**src/rtl/uaslr_pkg.sv**
```systemverilog
// Shared types and bit positions for the uASLR rekey controller: FSM states,
// software config register layout and uASLR_config word layout.
package uaslr_pkg;

   typedef enum logic [1:0] {
      IDLE   = 2'd0,
      DRAIN  = 2'd1,
      SWAP   = 2'd2,
      SETTLE = 2'd3
   } state_t;

   // Config register layout (write and readback share the enable/period positions)
   localparam int CFG_EN_BIT     = 0;
   localparam int CFG_REKEY_BIT  = 1;
   localparam int CFG_BUSY_BIT   = 2;
   localparam int CFG_ERR_BIT    = 3;
   localparam int CFG_PERIOD_LSB = 8;
   localparam int CFG_WIDTH      = 32;

   // uASLR_config word: offset lives above a reserved zero bit and the enable bit
   localparam int OFFSET_LSB = 2;

endpackage

```
**src/rtl/uaslr_rekey_ctrl_lfsr.sv**
```systemverilog
// Galois LFSR offset source; free-running once out of reset so the drawn
// offset depends on how long the system has been running.
module uaslr_lfsr
  import uaslr_pkg::*;
#(
   parameter int               WIDTH = 32,
   parameter logic [WIDTH-1:0] SEED  = WIDTH'(32'hACE1_1234),
   parameter logic [WIDTH-1:0] TAPS  = WIDTH'(32'h8020_0003)
) (
   input  logic             clk,
   input  logic             rst_n,
   output logic [WIDTH-1:0] state
);

   logic [WIDTH-1:0] state_q;

   always_ff @(posedge clk) begin
      if (!rst_n) begin
         state_q <= SEED;
      end else begin
         state_q <= (state_q >> 1) ^ (state_q[0] ? TAPS : '0);
      end
   end

   assign state = state_q;

endmodule

```
**src/rtl/uaslr_rekey_ctrl.sv**
```systemverilog
// uASLR rekey controller: owns the config register and LFSR, and swaps a new
// offset into uASLR_config_o only after the core has drained.
// Optional build macro UASLR_NONZERO_OFFSET_EN: SWAP redraws until the offset is nonzero.
module uaslr_rekey_ctrl
  import uaslr_pkg::*;
#(
   parameter int                   RNG_WIDTH     = 32,
   parameter logic [RNG_WIDTH-1:0] LFSR_SEED     = RNG_WIDTH'(32'hACE1_1234),
   parameter logic [RNG_WIDTH-1:0] LFSR_TAPS     = RNG_WIDTH'(32'h8020_0003),
   parameter int                   PERIOD_WIDTH  = 24,
   parameter int                   DRAIN_TIMEOUT = 256
) (
   input  logic                 clk,
   input  logic                 rst_n,
   input  logic                 cfg_we_i,
   input  logic [31:0]          cfg_wdata_i,
   output logic [31:0]          cfg_rdata_o,
   output logic                 drain_req_o,
   input  logic                 drain_ack_i,
   output logic [RNG_WIDTH-1:0] uASLR_config_o,
   output logic                 rekey_done_o,
   output state_t               dbg_state
);

   localparam int                TO_W    = $clog2(DRAIN_TIMEOUT + 1);
   localparam logic [TO_W-1:0]   TO_LAST = TO_W'(DRAIN_TIMEOUT - 1);

   state_t                  state_q, state_d;
   logic [RNG_WIDTH-1:0]    lfsr;
   logic [RNG_WIDTH-1:0]    config_q;
   logic                    enable_q;
   logic [PERIOD_WIDTH-1:0] period_q;
   logic [PERIOD_WIDTH-1:0] cnt_q;
   logic [TO_W-1:0]         to_cnt_q;
   logic                    err_q;
   logic                    busy;
   logic                    rekey_req;
   logic                    period_hit;
   logic                    trigger;
   logic                    timeout;
   logic                    offset_ok;
   logic                    en_next;
   logic                    unused_bits;

   uaslr_lfsr #(
      .WIDTH (RNG_WIDTH),
      .SEED  (LFSR_SEED),
      .TAPS  (LFSR_TAPS)
   ) u_lfsr (
      .clk   (clk),
      .rst_n (rst_n),
      .state (lfsr)
   );

   assign rekey_req  = cfg_we_i & cfg_wdata_i[CFG_REKEY_BIT];
   assign period_hit = (period_q != '0) && (cnt_q == period_q);
   assign trigger    = rekey_req | period_hit;
   assign timeout    = (to_cnt_q == TO_LAST);
   // Enable as it will read after this edge, so a same-cycle disable write wins
   assign en_next    = cfg_we_i ? cfg_wdata_i[CFG_EN_BIT] : enable_q;

`ifdef UASLR_NONZERO_OFFSET_EN
   assign offset_ok = |lfsr[RNG_WIDTH-1:OFFSET_LSB];
`else
   assign offset_ok = 1'b1;
`endif

   // Drain handshake: drain_req_o rises on entry to DRAIN and stays high through
   // SETTLE; drain_ack_i is sampled only in DRAIN, and a high ack there means the
   // core has nothing outstanding and will issue nothing while drain_req_o holds.
   always_ff @(posedge clk) begin
      if (!rst_n) begin
         state_q <= IDLE;
      end else begin
         state_q <= state_d;
      end
   end

   always_comb begin
      state_d = state_q;
      case (state_q)
         IDLE: begin
            if (trigger) state_d = DRAIN;
         end
         DRAIN: begin
            if (drain_ack_i)  state_d = SWAP;
            else if (timeout) state_d = IDLE;
         end
         SWAP: begin
            if (offset_ok) state_d = SETTLE;
         end
         SETTLE: begin
            state_d = IDLE;
         end
         default: begin
            state_d = IDLE;
         end
      endcase
   end

   always_comb begin
      drain_req_o  = 1'b0;
      rekey_done_o = 1'b0;
      busy         = 1'b0;
      case (state_q)
         DRAIN, SWAP: begin
            drain_req_o = 1'b1;
            busy        = 1'b1;
         end
         SETTLE: begin
            drain_req_o  = 1'b1;
            rekey_done_o = 1'b1;
            busy         = 1'b1;
         end
         default: begin
            drain_req_o = 1'b0;
         end
      endcase
   end

   always_ff @(posedge clk) begin
      if (!rst_n) begin
         enable_q <= 1'b0;
         period_q <= '0;
         cnt_q    <= '0;
         to_cnt_q <= '0;
         err_q    <= 1'b0;
         config_q <= '0;
      end else begin
         if (cfg_we_i) begin
            enable_q <= cfg_wdata_i[CFG_EN_BIT];
            period_q <= cfg_wdata_i[CFG_PERIOD_LSB +: PERIOD_WIDTH];
         end

         // Triggers that land outside IDLE are dropped, but still restart the period
         if (cfg_we_i || trigger) begin
            cnt_q <= '0;
         end else if (state_q == IDLE && enable_q) begin
            cnt_q <= cnt_q + PERIOD_WIDTH'(1);
         end

         if (state_q == DRAIN) begin
            to_cnt_q <= to_cnt_q + TO_W'(1);
         end else begin
            to_cnt_q <= '0;
         end

         if (state_q == DRAIN && timeout && !drain_ack_i) begin
            err_q <= 1'b1;
         end else if (cfg_we_i && cfg_wdata_i[CFG_ERR_BIT]) begin
            err_q <= 1'b0;
         end

         if (state_q == SWAP && offset_ok) begin
            config_q <= {lfsr[RNG_WIDTH-1:OFFSET_LSB], 1'b0, en_next};
         end else if (cfg_we_i && !cfg_wdata_i[CFG_EN_BIT]) begin
            config_q[0] <= 1'b0;
         end
      end
   end

   always_comb begin
      cfg_rdata_o                                   = '0;
      cfg_rdata_o[CFG_EN_BIT]                       = enable_q;
      cfg_rdata_o[CFG_BUSY_BIT]                     = busy;
      cfg_rdata_o[CFG_ERR_BIT]                      = err_q;
      cfg_rdata_o[CFG_PERIOD_LSB +: PERIOD_WIDTH]   = period_q;
   end

   assign uASLR_config_o = config_q;
   assign dbg_state      = state_q;

   assign unused_bits = ^{cfg_wdata_i[CFG_PERIOD_LSB-1:CFG_ERR_BIT+1],
                          cfg_wdata_i[CFG_BUSY_BIT], lfsr[OFFSET_LSB-1:0]};

endmodule
```
**config.mk**
```make
export PLATFORM = sky130hd
export DESIGN_NAME = uaslr_rekey_ctrl
export DESIGN_NICKNAME = d
export VERILOG_FILES = /design/src/rtl/uaslr_pkg.sv /design/src/rtl/uaslr_rekey_ctrl_lfsr.sv /design/src/rtl/uaslr_rekey_ctrl.sv
export SDC_FILE = /design/constraint.sdc
export NUM_CORES = 1
export LEC_CHECK = 0
export ABC_AREA = 1
export BUFFER_PORTS_ARGS = -buffer_cell sky130_fd_sc_hd__buf_2
export CAP_MARGIN = 20
export CORE_UTILIZATION = 49
export DETAILED_ROUTE_END_ITERATION = 10
export PLACE_DENSITY = 0.83
export SLEW_MARGIN = 20
export SYNTH_ARGS = -nofsm -noshare
export SYNTH_HDL_FRONTEND = slang
export SYNTH_HIERARCHICAL = 1
export SYNTH_SLANG_ARGS = --single-unit
```
**constraint.sdc**
```tcl
create_clock -name clk -period 2 [get_ports clk]
set_clock_uncertainty 0.1 [all_clocks]
set_input_delay 0 -clock clk [delete_from_list [all_inputs] [get_ports clk]]
set_output_delay 0 -clock clk [all_outputs]
set_load 0.005 [all_outputs]
```
== After elaboration in Yosys (flattened, before gate mapping) ==
Cells that the tools add are included.

* Register bits after elaboration: 124
* Bits of input ports: 36
* Output and inout port bits: 68
* Logic and storage cells: 51

* Add/sub/neg operators: 2
* Eq/ne operators: 7
* Multiplexer cells: 12
* Bitwise logic cells: 4
* Reductions and logical operators: 17

{| class="wikitable"
|+ Operators by type and width
! kind !! count
|-
| $mux 32 || 1
|-
| $xor 31x32->32 || 1
|-
| $add 24x1->24 const B || 1
|-
| $eq 24x24->1 || 1
|-
| $reduce_bool 24->1 || 1
|-
| $add 9x1->9 const B || 1
|-
| $eq 9x8->1 const B || 1
|-
| $pmux 2 s4 || 1
|-
| $mux 1 || 7
|-
| $logic_and 1x1->1 || 6
|-
| $mux 2 || 3
|-
| $eq 2x2->1 const B || 2
|-
| $reduce_and 2->1 || 2
|-
| $reduce_bool 2->1 || 2
|-
| $ne 3x3->1 const B || 1
|-
| $reduce_or 3->1 || 1
|-
| $eq 2x1->1 const B || 1
|-
| $logic_not 1->1 || 2
|-
| $logic_not 2->1 || 1
|-
| $ne 2x2->1 const B || 1
|-
| $reduce_or 2->1 || 1
|-
| $and 1x1->1 || 1
|-
| $logic_or 1x1->1 || 1
|-
| $not 1->1 || 1
|-
| $or 1x1->1 || 1
|}

== Longest topological paths before layout ==
* Word-level depth: 5
* Gate-level depth with buffers: 11
* Depth with buffers taken out: 11

== Modules after synthesis ==
The synthesis kept the hierarchy.

{| class="wikitable"
|+ Modules (own cells, without submodules)
! module !! instances !! cells an instance !! area an instance (um^2) !! sequential area each (um^2)
|-
| uaslr_rekey_ctrl || 1 || 594 || 4227.8 || 1841.8
|-
| uaslr_lfsr || 1 || 105 || 934.6 || 640.6
|}

== Least setup slack after synthesis ==
Ideal clock, no wire load.

* Path type: register -> register
* From: register (tool-made name)
* To: register cnt_q[17]
* Library setup time: 0.116 ns
* Arrival: 1.293 ns
* Data required time: 1.784 ns
* Path slack: 0.491 ns
* Stages on the path, launching flop included: 9
* Path buffers: 0
* Period minus slack after synthesis: 1.509 ns
* Cell sequence: dfxtp_1 -> nor2_2 -> nand2_4 -> nor3_4 -> nand2_4 -> nor2_8 -> nand3_2 -> xor2_1 -> nor2_2

{| class="wikitable"
|+ RTL lines
! element !! RTL line !! RTL
|-
| end signal, assigned || uaslr_rekey_ctrl.sv:139 || <nowiki>cnt_q <= cnt_q + PERIOD_WIDTH'(1);</nowiki>
|-
| end, declared || uaslr_rekey_ctrl.sv:33 || <nowiki>logic [PERIOD_WIDTH-1:0] cnt_q;</nowiki>
|}

==> metrics.cfg <==
[status]
outcome=finished, final reports clean

[setup_path]
critical_path_arrival_ns=2.18
cp_common_cell=dlygate4sd3_1
critPathLaunchType=input pin
cp_cell_sequence=dlygate4sd3_1 -> clkbuf_4 -> inv_1 -> nor2_1 -> dlygate4sd3_1 -> nor2_1 -> dlygate4sd3_1
worstPathBufferInverterCount=5
max_stage_delay_ns=0.55
end_kind=register
cp_slowest_cell=dlygate4sd3_1
crit_family=buffers and inverters
criticalPathCategory=input pin to register
cp_max_fo=21
crit_required_ns=2.30

[clocking]
post_cts_buffers=0
htreeDepth=4
cts.path.max_buffers=2
cts_tree=built
clock-sinks=124
clk-insertion-delay-late_ns=0.52
root_buffer=clkbuf_8
cts_buffers=17
clk_pin_slew_ns=0.07

[global_route]
track_usage_pct=23.9
first_global_vias=4745
grt_overflow_total=0
grt_start_max_net_pins=50
grt_pass1_wl_um=21000
antenna_found_initial=0

[final_layout]
drive_gt1_share_pct=18.3
nets=878
utilization_pct=65.8
fillCellCount=864
antenna_cells=0
syn_to_final_growth_pct=30.9

[floorplan]
die_x_um=105
initial_utilization_pct=50.2
row_count=37
die-height_um=105
core_sq_um=10300
die_area_sq_um=11000
ios=104

[detailed_routing]
num_vias=4792
wl_met1_um=5190
finalWirelength_um=12700
viasPerCell=4.85
drc=0
drtIter0Drc=184
dr_wl_met3_um=751
ant_nets=0
routed.top_layer=met4
firstDrtPassIters=5
routed-wl-met2_um=6420
wire_per_inst_um=12.9

[synthesis]
avgSynthCellArea_sq_um=7.39
ys_seq_elements=124
synth_top_cell_by_area=dfxtp_1
synth_top_area_share_pct=48.1
synthesis.area_sq_um=5160
synth_edf_count=0
synth-async-reset-ratio_pct=0
ys_types=33
synth.area.top_cells=dfxtp_1 48%, nor2_1 12%, nand2_1 10%
ys.flop_type=dfxtp_1
syn_inst=699
yosysSeqAreaShare_pct=48.1
yosys_warnings=6

[timing]
fin_ws_ns=0.114
grt_setup_unrepaired=no
timing.final.crit_share_pct=94.3
hold_viol_final=0
setup_viol=0
max_freq_mhz=530
finalMaxSlewViolations=0
fin_setup_tns_ns=0
timing.final.crit_period_ns=1.89

[power_and_ir_drop]
ir_drop_mv=0.650
p_per_area_nw_per_um2=908
leakagePower_nw=3.16
p_total_mw=6.14

[placement]
hpwl_um=7970
place_ws_ns=0.333
io_buffers=92
gp_congestion=0.869

[flow_run]
cap_viol_max_count=0

[min_path]
hold_path_class=input pin to register

==> power breakdown <==
group,switching (mW),internal [mW]
Clock,1.30,1.59
Sequential,0.0914,2.59
Combinational,0.295,0.265
==> cells in the mapped netlist, types with 3 or more instances <==
cell	n
xnor2_1	17
clkbuf_1	17
nand3_1	9
nor2_1	160
dfxtp_1	124
nor3_1	11
inv_2	5
inv_1	70
buf_4	10
nand4_1	4
nand2_1	140
nor2_2	7
a21oi_1	23
xor2_1	13
ha_1	3
nor3b_2	3
o21ai_0	58
nand2_2	3
==> final timing paths <==
| kind | slack, ns | from | depth (start not counted) | end |
|---|---|---|---|---|
| hold / removal | 0.20 | drain_ack_i | 4 | register |
| setup reg to reg | 0.21 | period_q[22] | 10 | cnt_q[2] |
| hold reg to reg | 0.33 | u_lfsr/state[10] | 2 | u_lfsr/state[9] |
| setup / recovery | 0.11 | cfg_we_i | 7 | period_q[9] |
==> through the flow <==
| step | area, sq um | hold slack, ns | instances |
|---|---|---|---|
| 4_1_cts | 6760 | 0.187 | 988 |
| 6_report | 6760 | 0.198 | 988 |
| 2_1_floorplan | 5180 | 0.0204 | 704 |
| 3_3_place_gp | 5710 | 0.123 | 907 |
| 5_1_grt | 6760 | 0.203 | 988 |
| 3_5_place_dp | 5710 | 0.126 | 907 |
==> registers in the layout, indices dropped and copies added (netlist names), named ones only <==
| name | count |
|---|---|
| u_lfsr/state | 32 |
| uASLR_config_o | 31 |
| cnt_q | 24 |
| period_q | 24 |
| to_cnt_q | 9 |
| dbg_state | 1 |
| enable_q | 1 |
| err_q | 1 |
==> placed cells by master, fill, tap and decap left out, drive strengths merged, types with 2 or more instances in the layout <==
master / Yosys / final
dlygate4sd3: 0 / 49
inv: 75 / 87
xnor2: 17 / 17
xor2: 13 / 13
nor3: 15 / 15
nor3b: 5 / 5
dfxtp: 124 / 124
nand4: 4 / 4
nand2: 145 / 145
clkinv: 0 / 2
o21ai: 58 / 58
nor2: 168 / 168
nand3: 10 / 10
clkbuf: 17 / 18
nor4: 2 / 2
ha: 3 / 3
conb: 1 / 6
a21oi: 23 / 23
buf: 14 / 97
==> worst min-delay path, delay by kind of cell <==
family | cells | cell delay (ns)
buffers and inverters | 3 | 0.67
AOI/OAI and AO/OA | 1 | 0.11
==> cells by family after synthesis <==
family / Yosys count / share of synthesized area, %
and+or+nand+nor: 350 / 28.9
DFF: 124 / 48.1
buffers and inverters: 106 / 8.77
AOI/OAI and AO/OA: 85 / 8.39
xor gates and xnor gates: 30 / 5.09
adders and majority gates: 3 / 0.727
other: 1 / 0.0726
==> layout make-up <==
class                           instances  area (sq um)  share of cell area (%)
Clock buffer                           17           414                    6.13
Clock inverter                         15           141                    2.09
Inverter                               75           282                    4.17
Multi-Input combinational cell        474          2250                    33.2
Sequential cell                       124          2480                    36.7
Tap cell                              136           170                    2.52
Timing Repair Buffer                  147          1020                    15.1
==> per-layer routing <==
metal | vias to the layer above | GRT usage (%)
met5 | - | 0
met3 | 38 | 6.99
met4 | 0 | 12.0
met2 | 149 | 42.5
met1 | 2171 | 25.8
li1 | 2434 | -
==> what timing repair did <==
action                     CTS  global route
hold buffers                49             0
gates resized for setup      0             1
hold endpoints to repair    71             0
setup endpoints to repair    0             1
Power figures use the tool's default switching activity.
